## src/rtl/tile_rom_fetch_arbiter.sv

```systemverilog
// Round-robin arbiter sharing one SDRAM tile-ROM read port among N layer clients.
// Latches 1-cycle client pulses, issues one read at a time, returns data with a 1-cycle strobe.
module tile_rom_fetch_arbiter #(
    parameter int N_CLIENTS = 2,
    parameter int ADDR_W    = 20,
    parameter int TIMEOUT   = 255
) (
    input  logic                        CLK_32M,
    input  logic                        RESET_N,
    input  logic [N_CLIENTS-1:0]        cl_req,
    input  logic [N_CLIENTS*ADDR_W-1:0] cl_addr,
    output logic [31:0]                 cl_data,
    output logic [N_CLIENTS-1:0]        cl_rdy,
    output logic                        rom_req,
    output logic [ADDR_W-1:0]           rom_addr,
    output logic [1:0]                  rom_sel,
    input  logic [31:0]                 rom_data,
    input  logic                        rom_rdy,
    output logic [N_CLIENTS-1:0]        overrun,
    output logic                        timeout_err
);

    typedef enum logic {S_IDLE, S_WAIT} state_t;

    state_t                state_q, state_d;
    logic [N_CLIENTS-1:0]  pend;
    logic [ADDR_W-1:0]     paddr [N_CLIENTS];
    logic [1:0]            rr_ptr, cur, rr_next;
    logic [7:0]            tmo;

    logic                  found_hi, found_lo;
    logic [1:0]            idx_hi, idx_lo;
    logic                  grant_valid;
    logic [1:0]            grant_idx;
    logic [ADDR_W-1:0]     grant_addr;
    logic [N_CLIENTS-1:0]  grant_mask;
    logic [N_CLIENTS-1:0]  cur_onehot;
    logic                  read_done, read_abort;

    // NOTE: every signal driven here gets a default first, so no path can infer a latch.
    always_comb begin
        found_hi = 1'b0;
        found_lo = 1'b0;
        idx_hi   = '0;
        idx_lo   = '0;
        // Descending scan: the last hit is the lowest index, both overall and at/above rr_ptr.
        for (int j = N_CLIENTS - 1; j >= 0; j--) begin
            if (pend[j]) begin
                found_lo = 1'b1;
                idx_lo   = 2'(j);
                if (2'(j) >= rr_ptr) begin
                    found_hi = 1'b1;
                    idx_hi   = 2'(j);
                end
            end
        end
        grant_valid = (state_q == S_IDLE) && found_lo;
        grant_idx   = found_hi ? idx_hi : idx_lo;

        grant_addr = '0;
        grant_mask = '0;
        cur_onehot = '0;
        for (int j = 0; j < N_CLIENTS; j++) begin
            if (grant_idx == 2'(j)) begin
                grant_addr    = paddr[j];
                grant_mask[j] = grant_valid;
            end
            cur_onehot[j] = (cur == 2'(j));
        end

        read_done  = (state_q == S_WAIT) && rom_rdy;
        read_abort = (state_q == S_WAIT) && !rom_rdy && (tmo == 8'(TIMEOUT));
        rr_next    = (cur == 2'(N_CLIENTS - 1)) ? 2'd0 : cur + 2'd1;

        state_d = state_q;
        case (state_q)
            S_IDLE:  if (grant_valid) state_d = S_WAIT;
            S_WAIT:  if (read_done || read_abort) state_d = S_IDLE;
            default: state_d = S_IDLE;
        endcase
    end

    // NOTE: sequential state uses non-blocking assignments so every register samples pre-edge values.
    always_ff @(posedge CLK_32M or negedge RESET_N) begin
        if (!RESET_N) state_q <= S_IDLE;
        else          state_q <= state_d;
    end

    assign rom_req = (state_q == S_WAIT);

    // NOTE: the address store is plain storage qualified by pend, so it carries no reset.
    always_ff @(posedge CLK_32M) begin
        for (int j = 0; j < N_CLIENTS; j++) begin
            if (cl_req[j]) paddr[j] <= cl_addr[j*ADDR_W +: ADDR_W];
        end
    end

    always_ff @(posedge CLK_32M or negedge RESET_N) begin
        if (!RESET_N) begin
            pend        <= '0;
            overrun     <= '0;
            rr_ptr      <= '0;
            cur         <= '0;
            tmo         <= '0;
            rom_addr    <= '0;
            rom_sel     <= '0;
            cl_rdy      <= '0;
            cl_data     <= '0;
            timeout_err <= 1'b0;
        end else begin
            cl_rdy <= '0;

            // A request landing in its own grant cycle re-arms pend without flagging overrun.
            for (int j = 0; j < N_CLIENTS; j++) begin
                if (cl_req[j]) begin
                    pend[j] <= 1'b1;
                    if (pend[j] && !grant_mask[j]) overrun[j] <= 1'b1;
                end else if (grant_mask[j]) begin
                    pend[j] <= 1'b0;
                end
            end

            if (grant_valid) begin
                rom_addr <= grant_addr;
                rom_sel  <= grant_idx;
                cur      <= grant_idx;
                tmo      <= '0;
            end

            if (state_q == S_WAIT) begin
                tmo <= tmo + 8'd1;
                if (read_done) begin
                    cl_data <= rom_data;
                    cl_rdy  <= cur_onehot;
                    rr_ptr  <= rr_next;
                end else if (read_abort) begin
                    cl_data     <= '0;
                    cl_rdy      <= cur_onehot;
                    rr_ptr      <= rr_next;
                    timeout_err <= 1'b1;
                end
            end
        end
    end

endmodule

```

## config.mk

```make
export PLATFORM = sky130hd
export DESIGN_NAME = tile_rom_fetch_arbiter
export DESIGN_NICKNAME = d
export VERILOG_FILES = /design/src/rtl/tile_rom_fetch_arbiter.sv
export SDC_FILE = /design/constraint.sdc
export NUM_CORES = 1
export LEC_CHECK = 0
export CORE_AREA = 2 2 119 109
export CTS_CLUSTER_DIAMETER = 200
export DETAILED_ROUTE_END_ITERATION = 8
export DIE_AREA = 0 0 121 111
export PLACE_DENSITY = 0.74
export SLEW_MARGIN = 20
export SYNTH_ARGS = -nofsm -noshare
export SYNTH_HDL_FRONTEND = slang
export SYNTH_SLANG_ARGS = --single-unit
```

## constraint.sdc

```tcl
create_clock -name CLK_32M -period 3.45 [get_ports CLK_32M]
set_input_delay 0.69 -clock CLK_32M [delete_from_list [all_inputs] [get_ports CLK_32M]]
set_output_delay 0.69 -clock CLK_32M [all_outputs]
set_load 0.005 [all_outputs]
```

Word level (Yosys, flattened, before mapping)
Memories as Yosys holds them, arrays and structs flattened.
Index checks and enable logic that the tools add are counted.
{"block": "totals", "register_bits": 72, "latchBits": 0, "mem_bits_rw": 40, "rom_bits": 0, "inputBits": 77, "out_inout_bits": 60, "memories": 1}
{"block": "op_classes", "add_sub_neg": 2, "n_mul": 0, "div_mod_pow": 0, "order_cmp": 2, "eq_ne": 3, "shifts": 0, "mux": 38, "bitwise": 2, "n_reduce_logical": 20}
{"memory": "paddr", "words": 2, "width": 20, "rd": 2, "rd_ports_with_merged_regs": 0, "write_ports": 2, "line_no": "27", "text": "logic [ADDR_W-1:0] paddr [N_CLIENTS];"}
{"operator": "32-bit 2-to-1 mux", "count": 2}
{"operator": "20-bit 2-to-1 mux", "count": 2}
{"operator": "1-bit 2-to-1 mux", "count": 21}
{"operator": "2-bit 2-to-1 mux", "count": 10}
{"operator": "8-bit 2-to-1 mux", "count": 2}
{"operator": "8-bit by 1-bit adder with 8-bit output, second input constant", "count": 1}
{"operator": "8-bit equality test, second input constant", "count": 1}
{"operator": "2-bit nonzero test", "count": 4}
{"operator": "1-bit logical AND", "count": 6}
{"operator": "2-bit AND reduction", "count": 3}
{"operator": "2-bit by 1-bit equality test with 1-bit output, second input constant", "count": 2}
{"operator": "1-bit by 2-bit greater-or-equal comparator with 1-bit output, first input constant", "count": 2}
{"operator": "2-bit logical NOT", "count": 2}
{"operator": "1-bit logical NOT", "count": 3}
{"operator": "3-bit AND reduction", "count": 1}
{"operator": "2-bit by 1-bit adder with 2-bit output, second input constant", "count": 1}
{"operator": "1-bit inverter", "count": 2}
{"operator": "1-bit case mux with 2 select lines", "count": 1}
{"operator": "1-bit logical OR", "count": 1}

Depth between registers and ports, before layout
{"block": "depth", "depth_word": 11, "depth_mapped": 5}

Worst setup path after synthesis
No wires, ideal clock.
{"block": "synth_path", "path_type": "input to register", "startpoint": "input port rom_rdy", "endpoint": "register rr_ptr[0]", "setup_time_ps": 127, "t_arrival_ps": 1357, "required_time_ps": 3323, "slack_ps": 1966, "path_stages": 3, "path_buffers": 1, "cell_sequence": "nor4_4 > buf_6 > o22ai_1"}
{"block": "synth_between", "elab_chain_len": 5, "word_cells_on_any_way": 7}
{"element": "from (decl)", "line_no": "18", "text": "input logic rom_rdy,"}
{"element": "1-bit logical NOT", "line_no": "72", "text": "read_abort = (state_q == S_WAIT) && !rom_rdy && (tmo == 8'(TIMEOUT));"}
{"element": "1-bit logical AND (2 in series)", "line_no": "72"}
{"element": "2-bit nonzero test (no line)"}
{"element": "2-bit AND reduction (no line)"}
{"element": "to (signal assigned)", "line_no": "135", "text": "rr_ptr <= rr_next;"}
{"element": "to (signal assigned)", "line_no": "139", "text": "rr_ptr <= rr_next;"}
{"element": "to (decl)", "line_no": "28", "text": "logic [1:0] rr_ptr, cur, rr_next;"}
Parallel ways exist; a longest one is shown, timed or not.
A chain may end at the register's enable or synchronous reset.

Worst setup path in the final report
{"block": "layout_path", "startpoint": "register state_q, in the netlist rom_req", "endpoint": "output port rom_req"}
{"element": "from (decl)", "line_no": "25", "text": "state_t state_q, state_d;"}
{"element": "from (signal assigned)", "line_no": "86", "text": "else state_q <= state_d;"}
{"element": "to (decl)", "line_no": "14", "text": "output logic rom_req,"}
No word-level cell between the ends.

==> reports/metrics.cfg <==
[grt]
grt_pass1_wl_mm=14.7
grt_use_total=0.140
grt_pass1_vias=2923
antenna_found_initial=0
grt_max_degree=71
grt_overflow_total=0

[logic_synthesis]
synth-seq-area-share=0.708
yosysWarnings=0
mappedNetlistNets=396
synth_top_area_frac=0.420
synthArstFlopShare=0.636
avgSynthCellArea_um2=13.1
syn_inst=318
synth_most_common_cell=nand2_1
synth_edf_count=40
synth_top_area_cell=dfrtp_1
synth_common_cells=nand2_1, dfrtp_1, edfxtp_1
yosys-top-cells-area=dfrtp_1, edfxtp_1, nand2_1
netlist_area_um2=4170
ys_seq_elements=110
synth_flop_cell=dfrtp_1
ys_types=36

[final_layout]
fin_nets=527
drive_gt1_frac=0.0705
diodes=0
area_delta_synth_final_pct=43.2
fin_area_um2=5970
fillCellCount=1102

[setup_path]
crit_required_ns=2.76
cpLargestDelayFamily=flip-flops
r2r-start=rom_req
worstSetupPathType=reg -> out
reg2reg_slack_ns=1.59
crit_chain=clkdlybuf4s50_1
crit_slowest_cell=dfrtp_1
timing.rr.end=cl_data[9]
reg2reg_depth=4
crit_buf_inv=1
setup.worst_path.end_class=output port
crit_end=rom_req
worstSetupPathDepth=1
cp_slowest_stage_delay_ns=0.64
worstPathArrival_ns=1.60
cp-startpoint=rom_req
crit_fanout=17
cp-start-kind=flip-flop

[power_and_ir_drop]
p_leak_nw=2.42
power_density_nw_per_um2=586
peakVddDrop_mv=0.362

[place]
io_buffers=135
placed_cell_area_um2=5640
gp_congestion=0.747
dp_hpwl_mm=6.22

[clock_tree]
cts_buffers=9
cts-hold-fix-buffers=0
htreeDepth=3
cts_sinks=110
post_cts_buffers=0
path_clk_slew_ns=0.07
clk_latency_ns=0.35
clockBufferDepth=2
tritoncts=done
clockRootBuffer=clkbuf_16
cts_resized=0

[timing]
fmax_mhz=436
clock-skew-final_ns=0.00760
hold_viol=0
worst_pin_slew_ns=1.02
finalCritPeriodShare=0.665
setup_viol=0
maxSlewHeadroom=0.317
fin_setup_tns_ns=0
fin_crit_ns=2.29
rsz0062_at_grt=no
maxSlewViolCount=0

[detailed_routing]
drcViolationCount=0
wl_mm=9.29
vias_per_cell=4.74
ant_nets=0
wl_per_cell_um=15.0
drt_iter0_drc=141
vias=2930
drt-pass1-iter-count=4

[floorplanning]
num_io_pins=137
coreArea_um2=12300
initial_core_util=0.338
dieArea_um2=13400
rows=39
die_w_um=121
fp.dieH_um=111

[run_status]
outcome=finished clean

[run]
maxCapViolCount=0

[min_path]
hold_class=in -> async

==> area by class of cell <==
type / instances / area, µm² / share of cell area
multi-input combinational: 188 / 1100 / 0.185
sequential: 110 / 2950 / 0.495
timing repair buffer: 139 / 1380 / 0.231
clock inverter: 6 / 76.3 / 0.0128
tap: 164 / 205 / 0.0344
inverter: 1 / 3.75 / 0.000629
clock buffer: 10 / 250 / 0.0419
==> cell families (layout without fill, tap and decap cells) <==
| family | Yosys count | after routing | share of synthesized area |
|---|---|---|---|
| compound gates | 67 | 67 | 0.119 |
| xor+xnor | 1 | 1 | 0.00210 |
| fa+ha+maj | 1 | 1 | 0.00300 |
| buf+inv | 20 | 156 | 0.0270 |
| flops | 110 | 110 | 0.708 |
| mux | 3 | 3 | 0.00720 |
| other cells | 1 | 1 | 0.000899 |
| simple gates | 115 | 115 | 0.133 |
==> stage by stage <==
stage / power [mW] / hold WS, ns / utilization / instances / setup WS (ns)
after floorplan: 1.94 / 0.394 / - / 318 / 1.97
after global placement: 2.40 / 0.452 / 0.457 / 602 / 1.06
after detailed placement: 2.42 / 0.464 / 0.457 / 602 / 0.979
after CTS: 3.55 / 0.480 / 0.484 / 618 / 1.15
after global routing: 3.67 / 0.487 / 0.484 / 618 / 1.05
final: 3.50 / 0.446 / 0.484 / 618 / 1.16
==> flip-flops by register name (all words and copies together), names as in the netlist, 2 cells and up <==
name	count
pend	2
paddr	40
tmo	8
overrun	2
cl_rdy	2
rom_addr	20
cl_data	32
==> power by group <==
part           leakage [nW]  internal (mW)  total, mW  switching [mW]
sequential             1.25           1.56       1.69           0.129
combinational          1.00          0.448      0.699           0.251
clock                 0.163          0.619       1.11           0.489
==> layout by cell type (no fill, tap or decap), types with 3 or more instances in the layout <==
master / n
o21ai_2: 5
dfrtp_1: 70
and2_1: 21
a221o_1: 20
edfxtp_1: 40
nand2_1: 78
o21ai_1: 4
buf_4: 5
o21ai_0: 26
clkdlybuf4s50_1: 134
clkbuf_16: 10
mux2i_1: 3
==> routing by layer <==
metal / wire, µm / track usage
met1: 4210 / 0.190
met4: 116 / 0.0504
met5: 0 / 0
met3: 856 / 0.0484
met2: 4100 / 0.210
==> worst min path at each step <==
stage / from / depth (start not counted) / to / slack (ns)
floorplan: RESET_N / 0 / cl_data[0] / 0.39
global placement: overrun[0] / 1 / overrun[0] / 0.45
detailed placement: timeout_err / 1 / timeout_err / 0.46
CTS: paddr[0][13] / 1 / rom_addr[13] / 0.48
global route: paddr[0][13] / 1 / rom_addr[13] / 0.49
finish: RESET_N / 1 / rom_addr[1] / 0.45
No activity file was read; power rests on OpenSTA's default activity.
